$ cat config.mk
export PLATFORM = sky130hd
export DESIGN_NAME = alu_issue_ctrl
export DESIGN_NICKNAME = d
export VERILOG_FILES = /design/src/rtl/alu_pkg.sv /design/src/rtl/alu_req_fifo.sv /design/src/rtl/alu_issue_ctrl.sv
export SDC_FILE = /design/constraint.sdc
export NUM_CORES = 1
export LEC_CHECK = 0
export CAP_MARGIN = 20
export CORE_ASPECT_RATIO = 1.25
export CORE_MARGIN = 3
export CORE_UTILIZATION = 49
export DETAILED_ROUTE_END_ITERATION = 10
export PLACE_DENSITY_LB_ADDON = 0.2
export SLEW_MARGIN = 20
export SYNTH_ARGS = -nofsm -noshare
export SYNTH_HDL_FRONTEND = slang
export SYNTH_SLANG_ARGS = --single-unit
$ cat constraint.sdc
create_clock -name clk -period 2.65 [get_ports clk]
set_input_delay 0.53 -clock clk [delete_from_list [all_inputs] [get_ports clk]]
set_output_delay 0.53 -clock clk [all_outputs]
set_load 0.005 [all_outputs]
$ cat src/rtl/alu_pkg.sv
// Shared definitions for the ALU issue stage: unit-select codes, FSM states, width defaults.
// Latency: none (declarations only).
// Backpressure: not applicable.
package alu_pkg;

    localparam int IN_WIDTH_DEF  = 8;
    localparam int OUT_WIDTH_DEF = 16;

    // FUN[3:2] unit select codes
    localparam logic [1:0] SEL_ARITH = 2'b00;
    localparam logic [1:0] SEL_LOGIC = 2'b01;
    localparam logic [1:0] SEL_CMP   = 2'b10;
    localparam logic [1:0] SEL_SHIFT = 2'b11;

    typedef enum logic [1:0] {
        ST_IDLE  = 2'b00,
        ST_ISSUE = 2'b01,
        ST_WAIT  = 2'b10,
        ST_RESP  = 2'b11
    } state_t;

    // One-hot unit enable vector indexed by the select code (bit SEL_x set)
    function automatic logic [3:0] sel_onehot(input logic [1:0] sel);
        return 4'b0001 << sel;
    endfunction

endpackage

$ cat src/rtl/alu_req_fifo.sv
// Synchronous request FIFO with extra-MSB pointers; full/empty from pointer compare.
// Latency: a push is visible at the head (dout/empty) the cycle after the push edge.
// Backpressure: pushes while full are ignored; pops while empty are ignored.
module alu_req_fifo #(
    parameter int WIDTH = 20,
    parameter int DEPTH = 4
) (
    input  logic                     clk,
    input  logic                     rst_n,
    input  logic                     i_push,
    input  logic [WIDTH-1:0]         i_din,
    input  logic                     i_pop,
    output logic [WIDTH-1:0]         o_dout,
    output logic                     o_full,
    output logic                     o_empty,
    output logic [$clog2(DEPTH):0]   o_count
);

    localparam int AW = $clog2(DEPTH);

    logic [AW:0]      r_wptr;
    logic [AW:0]      r_rptr;
    logic [WIDTH-1:0] r_mem [DEPTH];
    logic             w_do_push;
    logic             w_do_pop;

    assign w_do_push = i_push & ~o_full;
    assign w_do_pop  = i_pop & ~o_empty;

    // Pointer update; the extra MSB distinguishes full from empty
    always_ff @(posedge clk or negedge rst_n) begin
        if (!rst_n) begin
            r_wptr <= '0;
            r_rptr <= '0;
        end else begin
            if (w_do_push) r_wptr <= r_wptr + 1'b1;
            if (w_do_pop)  r_rptr <= r_rptr + 1'b1;
        end
    end

    // Storage write; contents need no reset since empty masks them
    always_ff @(posedge clk) begin
        if (w_do_push) r_mem[r_wptr[AW-1:0]] <= i_din;
    end

    assign o_dout  = r_mem[r_rptr[AW-1:0]];
    assign o_empty = (r_wptr == r_rptr);
    assign o_full  = (r_wptr[AW] != r_rptr[AW]) && (r_wptr[AW-1:0] == r_rptr[AW-1:0]);
    assign o_count = r_wptr - r_rptr;

endmodule

$ cat src/rtl/alu_issue_ctrl.sv
// Issue stage for the hierarchical ALU: queues requests, drives one unit, returns results in order.
// Latency: push edge n -> ISSUE cycle n+1 -> res_valid from cycle n+2+UNIT_LAT; one op per UNIT_LAT+2 cycles.
// Backpressure: req_ready = !full (registered pointers); res_ready low holds the result and stalls issue.
module alu_issue_ctrl
    import alu_pkg::*;
#(
    parameter int in_width   = IN_WIDTH_DEF,
    parameter int out_width  = OUT_WIDTH_DEF,
    parameter int FIFO_DEPTH = 4,
    parameter int UNIT_LAT   = 1
) (
    input  logic                        clk,
    input  logic                        RST,
    input  logic                        req_valid,
    output logic                        req_ready,
    input  logic [in_width-1:0]         req_A,
    input  logic [in_width-1:0]         req_B,
    input  logic [3:0]                  req_FUN,
    output logic [in_width-1:0]         A,
    output logic [in_width-1:0]         B,
    output logic [1:0]                  ALU_FUN,
    output logic                        Arith_Enable,
    output logic                        Logic_Enable,
    output logic                        CMP_Enable,
    output logic                        SHIFT_Enable,
    input  logic [out_width-1:0]        Arith_OUT,
    input  logic [out_width-1:0]        Logic_OUT,
    input  logic [out_width-1:0]        CMP_OUT,
    input  logic [out_width-1:0]        SHIFT_OUT,
    input  logic                        Arith_Flag,
    input  logic                        Logic_Flag,
    input  logic                        CMP_Flag,
    input  logic                        SHIFT_Flag,
    output logic                        res_valid,
    input  logic                        res_ready,
    output logic [out_width-1:0]        res_data,
    output logic                        res_flag,
    output logic [3:0]                  res_fun,
    output logic [$clog2(FIFO_DEPTH):0] fifo_count
);

    localparam int EW    = 4 + 2 * in_width;
    localparam int CNT_W = (UNIT_LAT > 1) ? $clog2(UNIT_LAT) : 1;

    state_t               r_state;
    state_t               w_state_nxt;
    logic                 r_rdy_en;
    logic                 w_full;
    logic                 w_empty;
    logic                 w_push;
    logic                 w_pop;
    logic [EW-1:0]        w_fifo_din;
    logic [EW-1:0]        w_fifo_dout;
    logic [in_width-1:0]  r_A;
    logic [in_width-1:0]  r_B;
    logic [3:0]           r_fun;
    logic [CNT_W-1:0]     r_cnt;
    logic [out_width-1:0] r_res_data;
    logic                 r_res_flag;
    logic [3:0]           r_res_fun;
    logic [out_width-1:0] w_unit_out;
    logic                 w_unit_flag;
    logic [3:0]           w_en;

    // Entry layout {FUN, A, B}
    assign w_fifo_din = {req_FUN, req_A, req_B};
    assign w_push     = req_valid & req_ready;
    // Only the transition into ISSUE consumes the head
    assign w_pop      = (w_state_nxt == ST_ISSUE);

    alu_req_fifo #(
        .WIDTH (EW),
        .DEPTH (FIFO_DEPTH)
    ) u_req_fifo (
        .clk     (clk),
        .rst_n   (RST),
        .i_push  (w_push),
        .i_din   (w_fifo_din),
        .i_pop   (w_pop),
        .o_dout  (w_fifo_dout),
        .o_full  (w_full),
        .o_empty (w_empty),
        .o_count (fifo_count)
    );

    // Hold req_ready low through reset and until the first clock after release
    always_ff @(posedge clk or negedge RST) begin
        if (!RST) r_rdy_en <= 1'b0;
        else      r_rdy_en <= 1'b1;
    end

    // Full comes from registered pointers, so a pop in a full cycle does not open ready
    assign req_ready = r_rdy_en & ~w_full;

    // FSM state register
    always_ff @(posedge clk or negedge RST) begin
        if (!RST) r_state <= ST_IDLE;
        else      r_state <= w_state_nxt;
    end

    // FSM next-state logic
    always_comb begin
        w_state_nxt = r_state;
        case (r_state)
            ST_IDLE:  if (!w_empty) w_state_nxt = ST_ISSUE;
            ST_ISSUE: w_state_nxt = ST_WAIT;
            ST_WAIT:  if (r_cnt == '0) w_state_nxt = ST_RESP;
            ST_RESP:  if (res_ready) w_state_nxt = w_empty ? ST_IDLE : ST_ISSUE;
            default:  w_state_nxt = ST_IDLE;
        endcase
    end

    // Latch operands on pop, count unit latency, capture the selected unit's result
    always_ff @(posedge clk or negedge RST) begin
        if (!RST) begin
            r_A        <= '0;
            r_B        <= '0;
            r_fun      <= '0;
            r_cnt      <= '0;
            r_res_data <= '0;
            r_res_flag <= 1'b0;
            r_res_fun  <= '0;
        end else begin
            if (w_pop) begin
                r_fun <= w_fifo_dout[EW-1 -: 4];
                r_A   <= w_fifo_dout[2*in_width-1 -: in_width];
                r_B   <= w_fifo_dout[in_width-1:0];
            end
            if (r_state == ST_ISSUE) begin
                r_cnt <= CNT_W'(UNIT_LAT - 1);
            end else if (r_state == ST_WAIT) begin
                if (r_cnt == '0) begin
                    r_res_data <= w_unit_out;
                    r_res_flag <= w_unit_flag;
                    r_res_fun  <= r_fun;
                end else begin
                    r_cnt <= r_cnt - 1'b1;
                end
            end
        end
    end

    // Result mux selected by the in-flight unit code
    always_comb begin
        w_unit_out  = Arith_OUT;
        w_unit_flag = Arith_Flag;
        case (r_fun[3:2])
            SEL_LOGIC: begin
                w_unit_out  = Logic_OUT;
                w_unit_flag = Logic_Flag;
            end
            SEL_CMP: begin
                w_unit_out  = CMP_OUT;
                w_unit_flag = CMP_Flag;
            end
            SEL_SHIFT: begin
                w_unit_out  = SHIFT_OUT;
                w_unit_flag = SHIFT_Flag;
            end
            default: begin
                w_unit_out  = Arith_OUT;
                w_unit_flag = Arith_Flag;
            end
        endcase
    end

    // FSM outputs: one enable during ISSUE/WAIT, result valid only in RESP
    always_comb begin
        w_en      = 4'b0000;
        res_valid = 1'b0;
        case (r_state)
            ST_ISSUE, ST_WAIT: w_en      = sel_onehot(r_fun[3:2]);
            ST_RESP:           res_valid = 1'b1;
            default: begin
                w_en      = 4'b0000;
                res_valid = 1'b0;
            end
        endcase
    end

    assign Arith_Enable = w_en[SEL_ARITH];
    assign Logic_Enable = w_en[SEL_LOGIC];
    assign CMP_Enable   = w_en[SEL_CMP];
    assign SHIFT_Enable = w_en[SEL_SHIFT];

    assign A        = r_A;
    assign B        = r_B;
    assign ALU_FUN  = r_fun[1:0];
    assign res_data = r_res_data;
    assign res_flag = r_res_flag;
    assign res_fun  = r_res_fun;

endmodule

==> flow_metrics.env <==
export IMPL_finalSetupViolations=0
export IMPL_io_buffers=139
export IMPL_synth_cell_types=33
export IMPL_clockBufferDepth=2
export IMPL_hold_viol_final=0
export IMPL_synth_edff_count=80
export IMPL_slowest_delay_ps=490
export IMPL_cts_htree_levels=4
export IMPL_worstPathRequired_ps=2120
export IMPL_seq_area_um2=3650
export IMPL_place_area_um2=7070
export IMPL_grt_start_max_net_pins=23
export IMPL_fin_skew_ps=4.89
export IMPL_synthTopCellsByCount="edfxtp_1, dfrtp_1, mux2_2, mux4_2, ha_1"
export IMPL_row_count=42
export IMPL_areaGrowthSynthToFinish_pct=39.0
export IMPL_cp_top_family="buffers and inverters"
export IMPL_syn_inst=283
export IMPL_die_area_um2=12600
export IMPL_rrSetupSlack_ps=330
export IMPL_num_antenna_cells=0
export IMPL_start_util_pct=51.1
export IMPL_cts_sinks=130
export IMPL_antenna_left=0
export IMPL_dr_pass1_iters=4
export IMPL_yosysMostFrequentCell="edfxtp_1"
export IMPL_vdd_ir_drop_worst_mv=0.669
export IMPL_hold_slack_ps=501
export IMPL_critical_path_cell_chain="inv_2 > ha_1 > fa_1 > inv_1 > clkdlybuf4s50_1"
export IMPL_routed_wl_um=11600
export IMPL_grtUsageTotal_pct=19.6
export IMPL_crit_path_end_kind="output pin"
export IMPL_ys_top_cells_by_area="edfxtp_1, dfrtp_1, mux4_2"
export IMPL_p_leak_nw=2.84
export IMPL_via_per_inst=5.42
export IMPL_setup_tns_ps=0
export IMPL_arrival_ps=1990
export IMPL_yosys_area_top_type="edfxtp_1"
export IMPL_min_period_over_period_pct=95.2
export IMPL_async_flop_share_pct=38.5
export IMPL_cts_made_buffers=17
export IMPL_path_max_fanout=3
export IMPL_fin_area_um2=7650
export IMPL_critPathSlowestCell="clkdlybuf4s50_1"
export IMPL_io_pins=140
export IMPL_vias=3158
export IMPL_yosysTopAreaCellShare_pct=43.6
export IMPL_utilization_pct=71.1
export IMPL_hpwl_um=7780
export IMPL_cp_start_kind="register"
export IMPL_chipHeight_um=125
export IMPL_gp_routability_congestion=0.738
export IMPL_synth_seq_cells=130
export IMPL_grt_ovfl_total=0
export IMPL_yosysWarnings=0
export IMPL_criticalPathCategory="register to output pin"
export IMPL_status="finished, final reports clean"
export IMPL_drc_errors=0
export IMPL_grt_pass1_wl_um=18300
export IMPL_nFillCells=705
export IMPL_critPathBufInv=3
export IMPL_fmax_mhz=396
export IMPL_ys_seq_area_share_pct=66.3
export IMPL_synth_ff_type="edfxtp_1"
export IMPL_hold_path_class="register to register"
export IMPL_insertion_delay_ps=400
export IMPL_slew_viol_final=0
export IMPL_path_clk_slew_ps=50
export IMPL_multi_input_area_um2=1750
export IMPL_cap_violations=0
export IMPL_cts_tree="yes"
export IMPL_wire_per_inst_um=20.0
export IMPL_drive_gt1_share_pct=27.7
export IMPL_fp_coreArea_um2=10800
export IMPL_clock_tree_root_cell="clkbuf_16"
export IMPL_syn_area_um2=5510
export IMPL_antenna_found_initial=0
export IMPL_dieWidth_um=101
export IMPL_nets=542
export IMPL_synth_area_per_cell_um2=19.5
export IMPL_layout_min_cycle_time_ps=2520
export IMPL_rsz0062_at_grt="no"
export IMPL_syn_nets=387
export IMPL_powerDensity_nw_per_um2=1170
export IMPL_drtIter0Drc=163
export IMPL_grt_pass1_vias=3463
layout make-up:
cell class | instances | share of cell area, %
Sequential cell | 130 | 47.7
Multi-Input combinational cell | 129 | 22.8
Timing Repair Buffer | 153 | 19.7
Clock buffer | 21 | 5.75
Tap cell | 132 | 2.16
Clock inverter | 11 | 1.49
Inverter | 7 | 0.343
report_power, final:
part,switching [mW],leakage (nW),internal [mW]
clock,0.770,0.262,1.37
sequential,0.324,1.31,2.74
combinational,1.47,1.27,2.31
worst paths after layout:
kind	end	from	cells past startpoint
setup reg to reg	A[1]	r_state[0]	6
min in group asynchronous	res_data[9]	RST	2
hold / removal	res_data[3]	res_data[3]	1
max in group asynchronous	A[6]	RST	3
setup / recovery	fifo_count[1]	u_req_fifo.r_wptr[0]	5
hold reg to reg	res_data[3]	res_data[3]	1
cells in the final DEF, fill, tap and decap left out, types with 2 or more instances in the layout:
| master | Yosys | routed |
|---|---|---|
| clkbuf_1 | 7 | 4 |
| clkdlybuf4s50_1 | 0 | 137 |
| clkinvlp_4 | 0 | 3 |
| edfxtp_1 | 80 | 80 |
| nand2_1 | 4 | 4 |
| buf_4 | 2 | 12 |
| ha_1 | 11 | 11 |
| xor2_1 | 2 | 2 |
| mux2_2 | 43 | 43 |
| mux4_2 | 37 | 37 |
| dfrtp_1 | 50 | 50 |
| and3_1 | 5 | 5 |
| inv_1 | 7 | 6 |
| clkinv_2 | 0 | 3 |
| clkbuf_16 | 0 | 17 |
| and3b_1 | 2 | 2 |
| clkinv_1 | 0 | 2 |
| bufinv_16 | 0 | 2 |
| nor2_1 | 3 | 3 |
| xnor2_1 | 5 | 5 |
| and2_1 | 2 | 2 |
routing by layer:
layer	share of wire [%]	track usage, %	routed length (um)	up-vias
met5	0	0	0	-
met4	1.5	7.45	175	0
met3	9.6	6.05	1110	13
met2	53	33.8	6120	146
met1	36	22.7	4230	1576
li1	-	-	-	1423
repair_timing:
item,in CTS,in global routing
hold buffers,1,0
endpoints found under the setup margin,3,4
setup buffers,1,0
gates resized for setup,0,4
hold endpoints to repair,8,0
worst register-to-register path, stage by stage (launching register included):
cell,delay [ps]
dfrtp_1,390
inv_1,90
ha_1,300
or4_4,570
a221oi_4,290
buf_12,220
mux2_2,360
cell families (layout without fill, tap and decap cells):
kind of cell / after synthesis / count (layout) / synth area share, %
simple gates: 21 / 21 / 2.27
buf+inv: 24 / 192 / 2.25
fa+ha+maj: 12 / 12 / 2.86
other cells: 1 / 1 / 0.0681
mux: 80 / 80 / 23.9
xor+xnor: 7 / 7 / 1.11
compound gates: 8 / 8 / 1.16
flops: 130 / 130 / 66.3
stage by stage:
stage	setup WS [ps]	std cells	power, mW
5_1_grt	15.5	583	9.53
4_1_cts	34.2	583	9.11
2_1_floorplan	231	283	5.34
3_5_place_dp	-8.52	549	6.90
6_report	128	583	8.98
3_3_place_gp	39.2	549	6.81
registers in the layout, summed over array words and instances, names as in the netlist:
name / count
res_data: 16
u_req_fifo.r_rptr: 3
r_state: 2
u_req_fifo.r_mem: 80
A: 8
r_fun: 4
u_req_fifo.r_wptr: 3
r_rdy_en: 1
res_fun: 4
B: 8
res_flag: 1
(Power assumes the default switching activity.)
